[config.mk]
export PLATFORM = sky130hd
export DESIGN_NAME = alu_pipe
export DESIGN_NICKNAME = d
export VERILOG_FILES = /design/src/rtl/alu_pipe.sv
export SDC_FILE = /design/constraint.sdc
export NUM_CORES = 1
export LEC_CHECK = 0
export CAP_MARGIN = 20
export CORE_ASPECT_RATIO = 1.25
export CORE_MARGIN = 4
export CORE_UTILIZATION = 56
export CTS_BUF_LIST = sky130_fd_sc_hd__clkbuf_8 sky130_fd_sc_hd__clkbuf_16
export CTS_CLUSTER_DIAMETER = 120
export DETAILED_ROUTE_END_ITERATION = 7
export PLACE_DENSITY = 0.83
export SLEW_MARGIN = 20
export SYNTH_ARGS = -nofsm -noshare
export SYNTH_HDL_FRONTEND = slang
export SYNTH_SLANG_ARGS = --single-unit
[constraint.sdc]
create_clock -name clk -period 4.5 [get_ports clk]
set_input_delay 0.45 -clock clk [delete_from_list [all_inputs] [get_ports clk]]
set_output_delay 0.45 -clock clk [all_outputs]
set_load 0.005 [all_outputs]
[src/rtl/alu_pipe.sv]
// alu_pipe: handshaked ALU with registered result, zero/overflow/illegal flags.
// Define ALU_MUL_EN to build the iterative radix-2 signed multiply on opcode 8.
module alu_pipe #(
  parameter int WIDTH = 48,
  parameter int CNT_W = 7
) (
  input  logic                    clk,
  input  logic                    rst,
  input  logic                    in_valid,
  output logic                    in_ready,
  input  logic signed [WIDTH-1:0] a,
  input  logic signed [WIDTH-1:0] b,
  input  logic [3:0]              control,
  output logic                    out_valid,
  input  logic                    out_ready,
  output logic signed [WIDTH-1:0] result,
  output logic                    zero,
  output logic                    overflow,
  output logic                    illegal
);
  localparam logic [3:0] OP_AND = 4'h0;
  localparam logic [3:0] OP_OR  = 4'h1;
  localparam logic [3:0] OP_ADD = 4'h2;
  localparam logic [3:0] OP_SUB = 4'h6;
  localparam logic [3:0] OP_SLT = 4'h7;
  localparam logic [3:0] OP_NOR = 4'hC;

  if (WIDTH < 8 || WIDTH > 64 || (2**CNT_W) <= WIDTH) begin : g_bad_params
    $error("alu_pipe: WIDTH must be 8..64 and 2**CNT_W must exceed WIDTH");
  end

  // ADD overflows on like-signed operands, SUB on unlike-signed, when the result sign flips
  function automatic logic signed_ovf(input logic sub, input logic sa, input logic sb,
                                      input logic sr);
    return (sub ? (sa != sb) : (sa == sb)) && (sr != sa);
  endfunction

  logic signed [WIDTH-1:0] sum, diff, alu_res;
  logic                    add_ovf, sub_ovf, alu_ovf, alu_ill;
  logic                    accept, load_alu, mul_done;
  logic [WIDTH-1:0]        mul_res;

  logic                    out_valid_q, out_valid_d;
  logic signed [WIDTH-1:0] result_q, result_d;
  logic                    overflow_q, overflow_d, illegal_q, illegal_d;

  assign sum     = a + b;
  assign diff    = a - b;
  assign add_ovf = signed_ovf(1'b0, a[WIDTH-1], b[WIDTH-1], sum[WIDTH-1]);
  assign sub_ovf = signed_ovf(1'b1, a[WIDTH-1], b[WIDTH-1], diff[WIDTH-1]);
  assign accept  = in_valid && in_ready;

  always_comb begin
    alu_res = '0;
    alu_ovf = 1'b0;
    alu_ill = 1'b0;
    case (control)
      OP_AND: alu_res = a & b;
      OP_OR:  alu_res = a | b;
      OP_ADD: begin alu_res = sum;  alu_ovf = add_ovf; end
      OP_SUB: begin alu_res = diff; alu_ovf = sub_ovf; end
      OP_SLT: alu_res = {{(WIDTH-1){1'b0}}, diff[WIDTH-1] ^ sub_ovf};
      OP_NOR: alu_res = ~(a | b);
      default: alu_ill = 1'b1;
    endcase
  end

`ifdef ALU_MUL_EN
  localparam logic [3:0] OP_MUL = 4'h8;

  typedef enum logic {S_IDLE, S_MUL} state_t;
  state_t           state_q, state_d;
  logic [WIDTH-1:0] mcand_q, mcand_d, mplier_q, mplier_d, acc_q, acc_d, mul_term;
  logic [CNT_W-1:0] cnt_q, cnt_d;
  logic             start_mul, last_iter, mul_busy;

  always_ff @(posedge clk) begin
    if (rst) state_q <= S_IDLE;
    else     state_q <= state_d;
  end

  always_comb begin
    state_d = state_q;
    case (state_q)
      S_IDLE:  if (start_mul) state_d = S_MUL;
      S_MUL:   if (last_iter) state_d = S_IDLE;
      default: state_d = S_IDLE;
    endcase
  end

  always_comb begin
    mul_busy  = (state_q == S_MUL);
    in_ready  = !mul_busy && (!out_valid_q || out_ready);
    last_iter = (cnt_q == CNT_W'(WIDTH - 1));
    mul_done  = mul_busy && last_iter;
    start_mul = accept && (control == OP_MUL);
    load_alu  = accept && (control != OP_MUL);
  end

  // One multiplier bit per cycle; low WIDTH bits of the unsigned sum equal the signed product
  assign mul_term = mplier_q[0] ? mcand_q : '0;
  assign mul_res  = acc_q + mul_term;

  always_comb begin
    mcand_d  = mcand_q;
    mplier_d = mplier_q;
    acc_d    = acc_q;
    cnt_d    = cnt_q;
    if (start_mul) begin
      mcand_d  = a;
      mplier_d = b;
      acc_d    = '0;
      cnt_d    = '0;
    end else if (mul_busy) begin
      mcand_d  = mcand_q << 1;
      mplier_d = mplier_q >> 1;
      acc_d    = mul_res;
      cnt_d    = cnt_q + CNT_W'(1);
    end
  end

  always_ff @(posedge clk) begin
    if (rst) begin
      acc_q <= '0;
      cnt_q <= '0;
    end else begin
      acc_q <= acc_d;
      cnt_q <= cnt_d;
    end
  end

  always_ff @(posedge clk) begin
    mcand_q  <= mcand_d;
    mplier_q <= mplier_d;
  end
`else
  assign in_ready = !out_valid_q || out_ready;
  assign load_alu = accept;
  assign mul_done = 1'b0;
  assign mul_res  = '0;
`endif

  // Output slot: drains on transfer, reloads on the same edge when a new result lands
  always_comb begin
    out_valid_d = out_valid_q && !out_ready;
    result_d    = result_q;
    overflow_d  = overflow_q;
    illegal_d   = illegal_q;
    if (load_alu) begin
      out_valid_d = 1'b1;
      result_d    = alu_res;
      overflow_d  = alu_ovf;
      illegal_d   = alu_ill;
    end else if (mul_done) begin
      out_valid_d = 1'b1;
      result_d    = $signed(mul_res);
      overflow_d  = 1'b0;
      illegal_d   = 1'b0;
    end
  end

  always_ff @(posedge clk) begin
    if (rst) begin
      out_valid_q <= 1'b0;
      result_q    <= '0;
      overflow_q  <= 1'b0;
      illegal_q   <= 1'b0;
    end else begin
      out_valid_q <= out_valid_d;
      result_q    <= result_d;
      overflow_q  <= overflow_d;
      illegal_q   <= illegal_d;
    end
  end

  assign out_valid = out_valid_q;
  assign result    = result_q;
  assign zero      = (result_q == '0);
  assign overflow  = overflow_q;
  assign illegal   = illegal_q;
endmodule

== After elaboration in Yosys (flattened, before gate mapping) ==
Cells that the tools add are included.
W data, S select, Z words.

* Register bits after elaboration: 51
* Word-level logic and storage cells: 33

* Add/subtract/negate cells: 2
* Eq/ne operators: 9
* Multiplexer cells: 4
* Bitwise gates (word level): 4
* Reduce and logical (&&, ||, !) cells: 10

{| class="wikitable"
|+ Operator list
! kind !! count
|-
| $pmux W48 S6 || 1
|-
| $add A48 B48 Y48 || 1
|-
| $and A48 B48 Y48 || 1
|-
| $logic_not A48 Y1 || 1
|-
| $not A48 Y48 || 1
|-
| $or A48 B48 Y48 || 1
|-
| $sub A48 B48 Y48 || 1
|-
| $eq A4 B3 Y1 const B || 2
|-
| $reduce_or A6 Y1 || 1
|-
| $eq A4 B1 Y1 const B || 1
|-
| $eq A4 B2 Y1 const B || 1
|-
| $eq A4 B4 Y1 const B || 1
|-
| $logic_and A1 B1 Y1 || 4
|-
| $logic_not A4 Y1 || 1
|-
| $ne A1 B1 Y1 || 3
|-
| $logic_not A1 Y1 || 2
|-
| $mux W1 || 2
|-
| $pmux W1 S2 || 1
|-
| $eq A1 B1 Y1 || 1
|-
| $logic_or A1 B1 Y1 || 1
|-
| $xor A1 B1 Y1 || 1
|}

== Logic depth before layout (Yosys ltp) ==
Gate-level depths: netlist (run 1).

* Depth after elaboration: 5
* Depth in mapped cells: 19

== Least setup slack after synthesis (run 1) ==
Ideal clock, no wire load.

* Path kind: input port to flip-flop
* Start: input a[11]
* End: register overflow_q, in the netlist overflow
* Setup time: 0.087 ns
* Arrival: 3.725 ns
* Required time: 4.413 ns
* Slack: 0.688 ns
* Stages: 17
* Cell sequence: inv_1 -> ha_1 -> buf_2 -> nor3_2 -> nand2_1 -> or3_1 -> o221a_2 -> o41a_2 -> nor3_2 -> nor2_1 -> a21boi_0 -> o21ai_0 -> o2bb2ai_1 -> fa_1 -> xnor2_1 -> a31oi_1 -> o31ai_1

* Longest elaborated chain between the ends: 4
* Elaborated cells on any way between the ends: 7

{| class="wikitable"
|+ RTL lines
! element !! line !! source
|-
| from (decl) || 11 || <nowiki>input logic signed [WIDTH-1:0] a,</nowiki>
|-
| $sub A48 B48 Y48 or $add A48 B48 Y48 (tied branches) || 48, 47 ||
|-
| $ne A1 B1 Y1 || 35 || <nowiki>return (sub ? (sa != sb) : (sa == sb)) && (sr != sa);</nowiki>
|-
| $logic_and A1 B1 Y1 || 35 ||
|-
| $pmux W1 S2 (*) || 57 || <nowiki>case (control)</nowiki>
|-
| to (signal assigned) || 171 || <nowiki>overflow_q <= overflow_d;</nowiki>
|-
| to (decl) || 45 || <nowiki>logic overflow_q, overflow_d, illegal_q, illegal_d;</nowiki>
|}

Every way passes the cells marked *; elsewhere a longest branch is shown, timed or not.
A chain may end at the register's enable or synchronous reset.

== Final worst setup path (run 1) ==
* Start: input b[8]
* End: register overflow_q, in the netlist overflow

* Longest elaborated chain between the ends: 4
* Elaborated cells on any way between the ends: 7

{| class="wikitable"
|+ RTL lines
! element !! line !! source
|-
| from (decl) || 12 || <nowiki>input logic signed [WIDTH-1:0] b,</nowiki>
|-
| $sub A48 B48 Y48 or $add A48 B48 Y48 (tied branches) || 48, 47 ||
|-
| $ne A1 B1 Y1 || 35 ||
|-
| $logic_and A1 B1 Y1 || 35 ||
|-
| $pmux W1 S2 (*) || 57 ||
|}

Marked as above.

==> results of run 1 <==
## synthesized netlist by cell type, types with 14 or more instances
cell / count
a21o_1: 25
a21oi_1: 151
a221oi_1: 40
a22oi_1: 16
buf_2: 16
clkbuf_1: 61
dfxtp_1: 51
ha_1: 151
inv_1: 147
nand2_1: 97
nand3_1: 22
nand4_1: 14
nor2_1: 161
nor3_1: 22
nor4_1: 25
o211ai_1: 16
o21ai_0: 87
o21bai_1: 25
o31ai_1: 23
xnor2_1: 22
## layer usage
metal  GRT usage  wire length (um)  share of wire  up-vias
li1            -                 -              -     5459
met1       0.450             14400           0.35     5629
met2       0.665             18800           0.46      876
met3      0.0780              4060           0.10      277
met4       0.287              3500          0.086        0
met5           0                 0              0        -
## layout by cell type (no fill, tap or decap), drive strengths merged, types with 25 or more instances in the layout
| cell | netlist | routed |
|---|---|---|
| a21o | 26 | 26 |
| a21oi | 153 | 153 |
| a221oi | 41 | 41 |
| buf | 23 | 95 |
| clkdlybuf4s50 | 0 | 156 |
| dfxtp | 51 | 51 |
| ha | 151 | 151 |
| inv | 148 | 149 |
| nand2 | 97 | 97 |
| nor2 | 162 | 162 |
| nor4 | 25 | 25 |
| o21ai | 90 | 90 |
| o21bai | 27 | 27 |
## report_power, final
group          internal [mW]  switching (mW)
registers              0.464          0.0144
clock network          0.318           0.196
logic                  0.534           0.761
## final timing paths
kind         depth (start not counted)        from  slack (ns)          to
max                                 18        b[8]        0.20    overflow
min                                  2  result[18]        0.50  result[18]
max reg2reg                          6   out_valid        1.71  result[23]
min reg2reg                          2  result[18]        0.50  result[18]
## worst register-to-register path, cell delays in order, from the launching register on
cell and delay (ns):
dfxtp_1 0.32, nand2b_1 0.12, and2_1 0.40, o21ai_0 0.20
nor2_1 0.89, nand2_1 0.49, o221ai_1 0.29
## through the flow
stage	TNS, ns	util
global placement	0	0.705
floorplan	0	-
CTS	0	0.716
finish	0	0.716
detailed placement	-0.0592	0.705
global route	0	0.716
## logic make-up after synthesis
group	after synthesis	share of synthesized area
flops	51	0.105
xor+xnor	25	0.0226
buf+inv	234	0.0931
simple gates	407	0.194
fa+ha+maj	154	0.201
compound gates	532	0.379
mux	5	0.00529
## layout make-up
type / instances / area, um2 / area share
Multi-Input combinational cell: 1123 / 7780 / 0.643
Inverter: 150 / 563 / 0.0465
Timing Repair Buffer: 251 / 2270 / 0.188
Tap cell: 220 / 275 / 0.0227
Clock buffer: 5 / 125 / 0.0103
Sequential cell: 51 / 1020 / 0.0843
Clock inverter: 3 / 63.8 / 0.00527
## flip-flops by register name (all words and copies together), names as in the netlist
name	count
result	48
illegal	1
out_valid	1
overflow	1
==> summary.txt, run 1 <==
Clocking
  – CTS tree: yes
  – CTS Sinks: 51
  – H-Tree Level Count: 2
  – Reg clk slew, reported paths: 0.08 ns
  – # hold bufs at CTS: 0
  – Post_cts resized: 0
  – Clock Path Buffers: 2
  – Clk_lat worst skew: 0.31 ns
  – CTS buffer count: 5
  – Post-CTS Setup Bufs: 0
  – Root Driver: clkbuf_16

Timing
  – Worst setup margin: 0.199 ns
  – Final Cycle Share: 0.956
  – Worst-Margin Slew: 1.14 ns
  – RSZ-0062 raised after global routing: false
  – Pins Over Slew Limit: 0
  – Finish-stage setup viols: 0
  – Min Tclk post-route: 4.30 ns
  – Clock skew: 0.0188 ns
  – Max frequency: 233 MHz
  – Rel. slew slack: 0.238
  – Hold_ws: 0.501 ns
  – Final hold vios: 0

Critical path
  – Crit path max-delay cell type: fa_1
  – Largest stage delay on the critical path: 0.53 ns
  – CP delay by family, top: compound AO/OA/AOI/OAI gates
  – Worst path required time: approximately 4.7 ns
  – Buf/Inv on CP: 3
  – Crit path DAT: 4.53 ns
  – Crit Path Class: in -> reg
  – CP Capture Type: flip-flop
  – Worst Setup Start Kind: input pin
  – CP Cell Sequence: clkdlybuf4s50_1 > inv_1 > ha_1 > inv_1 > a21oi_1 > o31ai_1 > a211oi_1 > o221a_2 > o41a_2 > nor3_2 > nor2_1 > a21boi_0 > o21ai_0 > o2bb2ai_1 > fa_1 > xnor2_1 > a31oi_1 > o31ai_1
  – Crit-path max FO: 5

Place
  – Dpl ws: -0.0416 ns
  – DP HPWL: 32.0 mm
  – GPL Wtd Cong: 1.08
  – Placed cell area: 0.0119 mm2
  – IO buf count: 156
  – Dpl cells: 1795

Yosys
  – Cell taking the most area after synthesis: ha_1
  – Syn Inst Count: 1408
  – Post-synth EDFFs: 0
  – Async SR Flop Fraction: 0
  – Number of synthesized register bits: 51
  – Synth top area cells: ha_1, dfxtp_1, a21oi_1, nor2_1, inv_1
  – Mapped Area: ~0.0097 mm2
  – Netlist cell types: a little over 80
  – Top cell type's share of synthesized area: 0.195
  – Top FF cell, synth: dfxtp_1
  – Average size of a mapped cell: 6.89 um2
  – Synth Net Count: 1666
  – Synth warnings: 0
  – Register area share after synthesis: 0.105

Floorplanning
  – # rows: 53
  – Die ar.: around 0.019 mm2
  – Die width: about 130 um
  – Top Ports: 157
  – Die Ht: 155 um
  – Core Region: 0.0169 mm2
  – Starting Density: 0.573

Final layout
  – Fill cell count: 1430
  – Layout cells sized above 1: 0.0853
  – Final nets: roughly 1800
  – Area grow syn2layout: 24.9%
  – Post-route insts no fill: about 1800
  – Final instance area: 0.0121 mm2
  – Ant diodes: 0

Pwr
  – Leakage: 5.37 nW
  – Worst VDD drop: ~0.17 mV
  – P per Cell Area: roughly 190 mW/mm2
  – PnR Total Power: 2.29 mW

Global route
  – Global route overflow: 0
  – Pin count of the biggest net entering global routing: 49
  – Vias in the first global route: around 12000
  – Total GRT Usage: 0.397
  – Initial antenna violation count: 0
  – First-pass GRT wire length: 62.8 mm

Routing
  – Pre-Repair DR Iteration Count: 8
  – Drt drc: 0
  – 1st-iter DRT viols: 1654
  – Post-route ant nets: 0
  – Via count: about 12000
  – Routed WL per cell: 22.6 um
  – DR vias/cell: 6.79
  – Routed WL: between 40 and 50 mm

Job
  – Max Cap Viol: 0

Run status
  – Status: finished, final reports clean

Hold path
  – Hold Crit Class: reg -> reg
No activity file was read; power rests on OpenSTA's default activity.
==> run 2, diff against run 1 <==
--- a/config.mk
+++ b/config.mk
@@ -8,11 +8,11 @@
 export CAP_MARGIN = 20
 export CORE_ASPECT_RATIO = 1.25
 export CORE_MARGIN = 4
-export CORE_UTILIZATION = 56
+export CORE_UTILIZATION = 55
 export CTS_BUF_LIST = sky130_fd_sc_hd__clkbuf_8 sky130_fd_sc_hd__clkbuf_16
 export CTS_CLUSTER_DIAMETER = 120
 export DETAILED_ROUTE_END_ITERATION = 7
-export PLACE_DENSITY = 0.83
+export PLACE_DENSITY = 0.82
 export SLEW_MARGIN = 20
 export SYNTH_ARGS = -nofsm -noshare
 export SYNTH_HDL_FRONTEND = slang
==> summary.txt, run 2 (same netlist as run 1, synthesis figures left out) <==
Run status
  – Status: finished, final reports clean

Routing
  – Pre-Repair DR Iteration Count: 6 (-2)
  – 1st-iter DRT viols: 1528 (-7.6%)
  – Post-route ant nets: 0 (unchanged)
  – Routed WL: 40.7 mm (+0.18%)
  – Via count: 12300 (+0.33%)
  – Routed WL per cell: 22.6 um (about the same)
  – Drt drc: 0 (unchanged)
  – DR vias/cell: 6.80 (+0.11%)

Timing
  – Setup TNS: 0 ns (unchanged)
  – Rel. slew slack: 0.236 (-0.00183)
  – RSZ-0062 raised after global routing: false
  – Max frequency: 233 MHz (+0.24%)
  – Worst-Margin Slew: 1.14 ns (+0.00273 ns)
  – Min Tclk post-route: 4.29 ns (-0.0102 ns)
  – Clock skew: 0.00550 ns (-0.0133 ns)
  – Pins Over Slew Limit: 0 (unchanged)
  – Finish-stage setup viols: 0 (unchanged)
  – Final hold vios: 0 (unchanged)
  – Final Cycle Share: 0.953 (-0.00227)
  – Hold_ws: 0.495 ns (-0.00634 ns)

Floorplanning
  – Die ar.: 0.0198 mm2 (+1.7%)
  – Top Ports: 157 (unchanged)
  – Starting Density: 0.558 (-0.0150)
  – Die Ht: 156 um (+0.86%)
  – Die width: 127 um (+0.85%)
  – Core Region: 0.0174 mm2 (+2.7%)
  – # rows: 54 (+1.9%)

Global route
  – Global route overflow: 0 (unchanged)
  – Initial antenna violation count: 0 (unchanged)
  – Pin count of the biggest net entering global routing: 49 (unchanged)
  – First-pass GRT wire length: 61.9 mm (-1.4%)
  – Vias in the first global route: 11900 (-0.62%)
  – Total GRT Usage: 0.388 (-0.00915)

Place
  – DP HPWL: 32.1 mm (+0.21%)
  – Placed cell area: 0.0119 mm2 (+0.15%)
  – IO buf count: 156 (unchanged)
  – GPL Wtd Cong: 1.05 (-2.6%)

Pwr
  – PnR Total Power: 2.23 mW (-2.5%)
  – Worst VDD drop: 0.132 mV (-20%)
  – P per Cell Area: 184 mW/mm2 (-2.6%)
  – Leakage: 5.37 nW (-0.11%)

Job
  – Max Cap Viol: 0 (unchanged)

Clocking
  – Root Driver: clkbuf_16
  – Post_cts resized: 0 (unchanged)
  – CTS buffer count: 5 (unchanged)
  – Clk_lat worst skew: 0.30 ns (about the same)
  – CTS Sinks: 51 (unchanged)
  – Reg clk slew, reported paths: 0.08 ns (about the same)
  – Post-CTS Setup Bufs: 0 (unchanged)
  – Clock Path Buffers: 2 (unchanged)
  – # hold bufs at CTS: 0 (unchanged)
  – H-Tree Level Count: 2 (unchanged)
  – CTS tree: yes

Final layout
  – Final nets: 1840 (unchanged)
  – Layout cells sized above 1: 0.0865 (+0.00126)
  – Largest register FFs: 48 (unchanged)
  – Ant diodes: 0 (unchanged)
  – Area grow syn2layout: 24.9% (about the same)
  – Most common cell after layout, fill and taps aside: nor2_1
  – Utilization after layout: 0.697 (-0.0186)
  – Final instance area: 0.0121 mm2 (about the same)
  – Most frequent cells in the layout: nor2_1, clkdlybuf4s50_1, a21oi_1, ha_1, inv_1

Critical path
  – Crit path DAT: 4.46 ns (-0.07 ns)
  – Worst Setup Start Kind: input pin
  – Worst path required time: 4.67 ns (-0.06 ns)
  – CP Capture Type: flip-flop
  – Crit Path Class: in -> reg
  – Crit-path max FO: 3 (-2)

Hold path
  – Hold Crit Class: reg -> reg
-- run 2: cell types whose count changed in the layout (fill, tap and decap cells not counted), sizes merged --
cell    before  now
bufinv       2    1
inv        149  150
-- run 2: layout make-up --
cell class	instances	area, um2
Clock buffer	5	125
Timing Repair Buffer	251	2290
Tap cell	224	280
Sequential cell	51	1020
Clock inverter	3	42.5
Multi-Input combinational cell	1123	7790
Inverter	150	563
Fill cell	1511	5260
-- run 2: where the power goes --
| group | total (mW) | switching (mW) | internal [mW] |
|---|---|---|---|
| combinational | 1.30 | 0.763 | 0.534 |
| sequential | 0.479 | 0.0154 | 0.464 |
| clock | 0.452 | 0.189 | 0.263 |
-- run 2: path summary, 6_finish.rpt --
kind	endpoint	slack, ns	from	cells after the start
min reg2reg	result[14]	0.50	result[14]	2
min	result[14]	0.50	result[14]	2
max reg2reg	result[38]	1.64	out_valid	6
max	result[0]	0.21	b[1]	19
-- run 2: routing by layer --
| metal | routed length, um | global-route usage | vias up |
|---|---|---|---|
| li1 | - | - | 5471 |
| met1 | 13900 | 0.416 | 5606 |
| met2 | 19100 | 0.667 | 932 |
| met3 | 4010 | 0.0686 | 273 |
| met4 | 3740 | 0.316 | 0 |
| met5 | 0 | 0 | - |
-- run 2: stage by stage --
step | instances | setup slack [ns]
floorplan | 1408 | 0.688
global placement | 1799 | 0.0624
detailed placement | 1799 | -0.100
CTS | 1807 | 0.194
global route | 1807 | 0.000734
finish | 1807 | 0.210
-- run 2: critical path, stage by stage --
cell	delay [ns]
clkdlybuf4s50_1	0.50
inv_1	0.07
ha_1	0.31
o21bai_2	0.18
a221oi_1	0.11
o21bai_1	0.23
a21boi_1	0.12
o221a_2	0.29
o41a_2	0.47
nor3_2	0.26
nor2_1	0.11
a21boi_1	0.17
o21ai_0	0.10
o2bb2ai_1	0.17
fa_1	0.37
nand4b_1	0.10
nand2_1	0.07
a221oi_1	0.28
a211oi_1	0.12
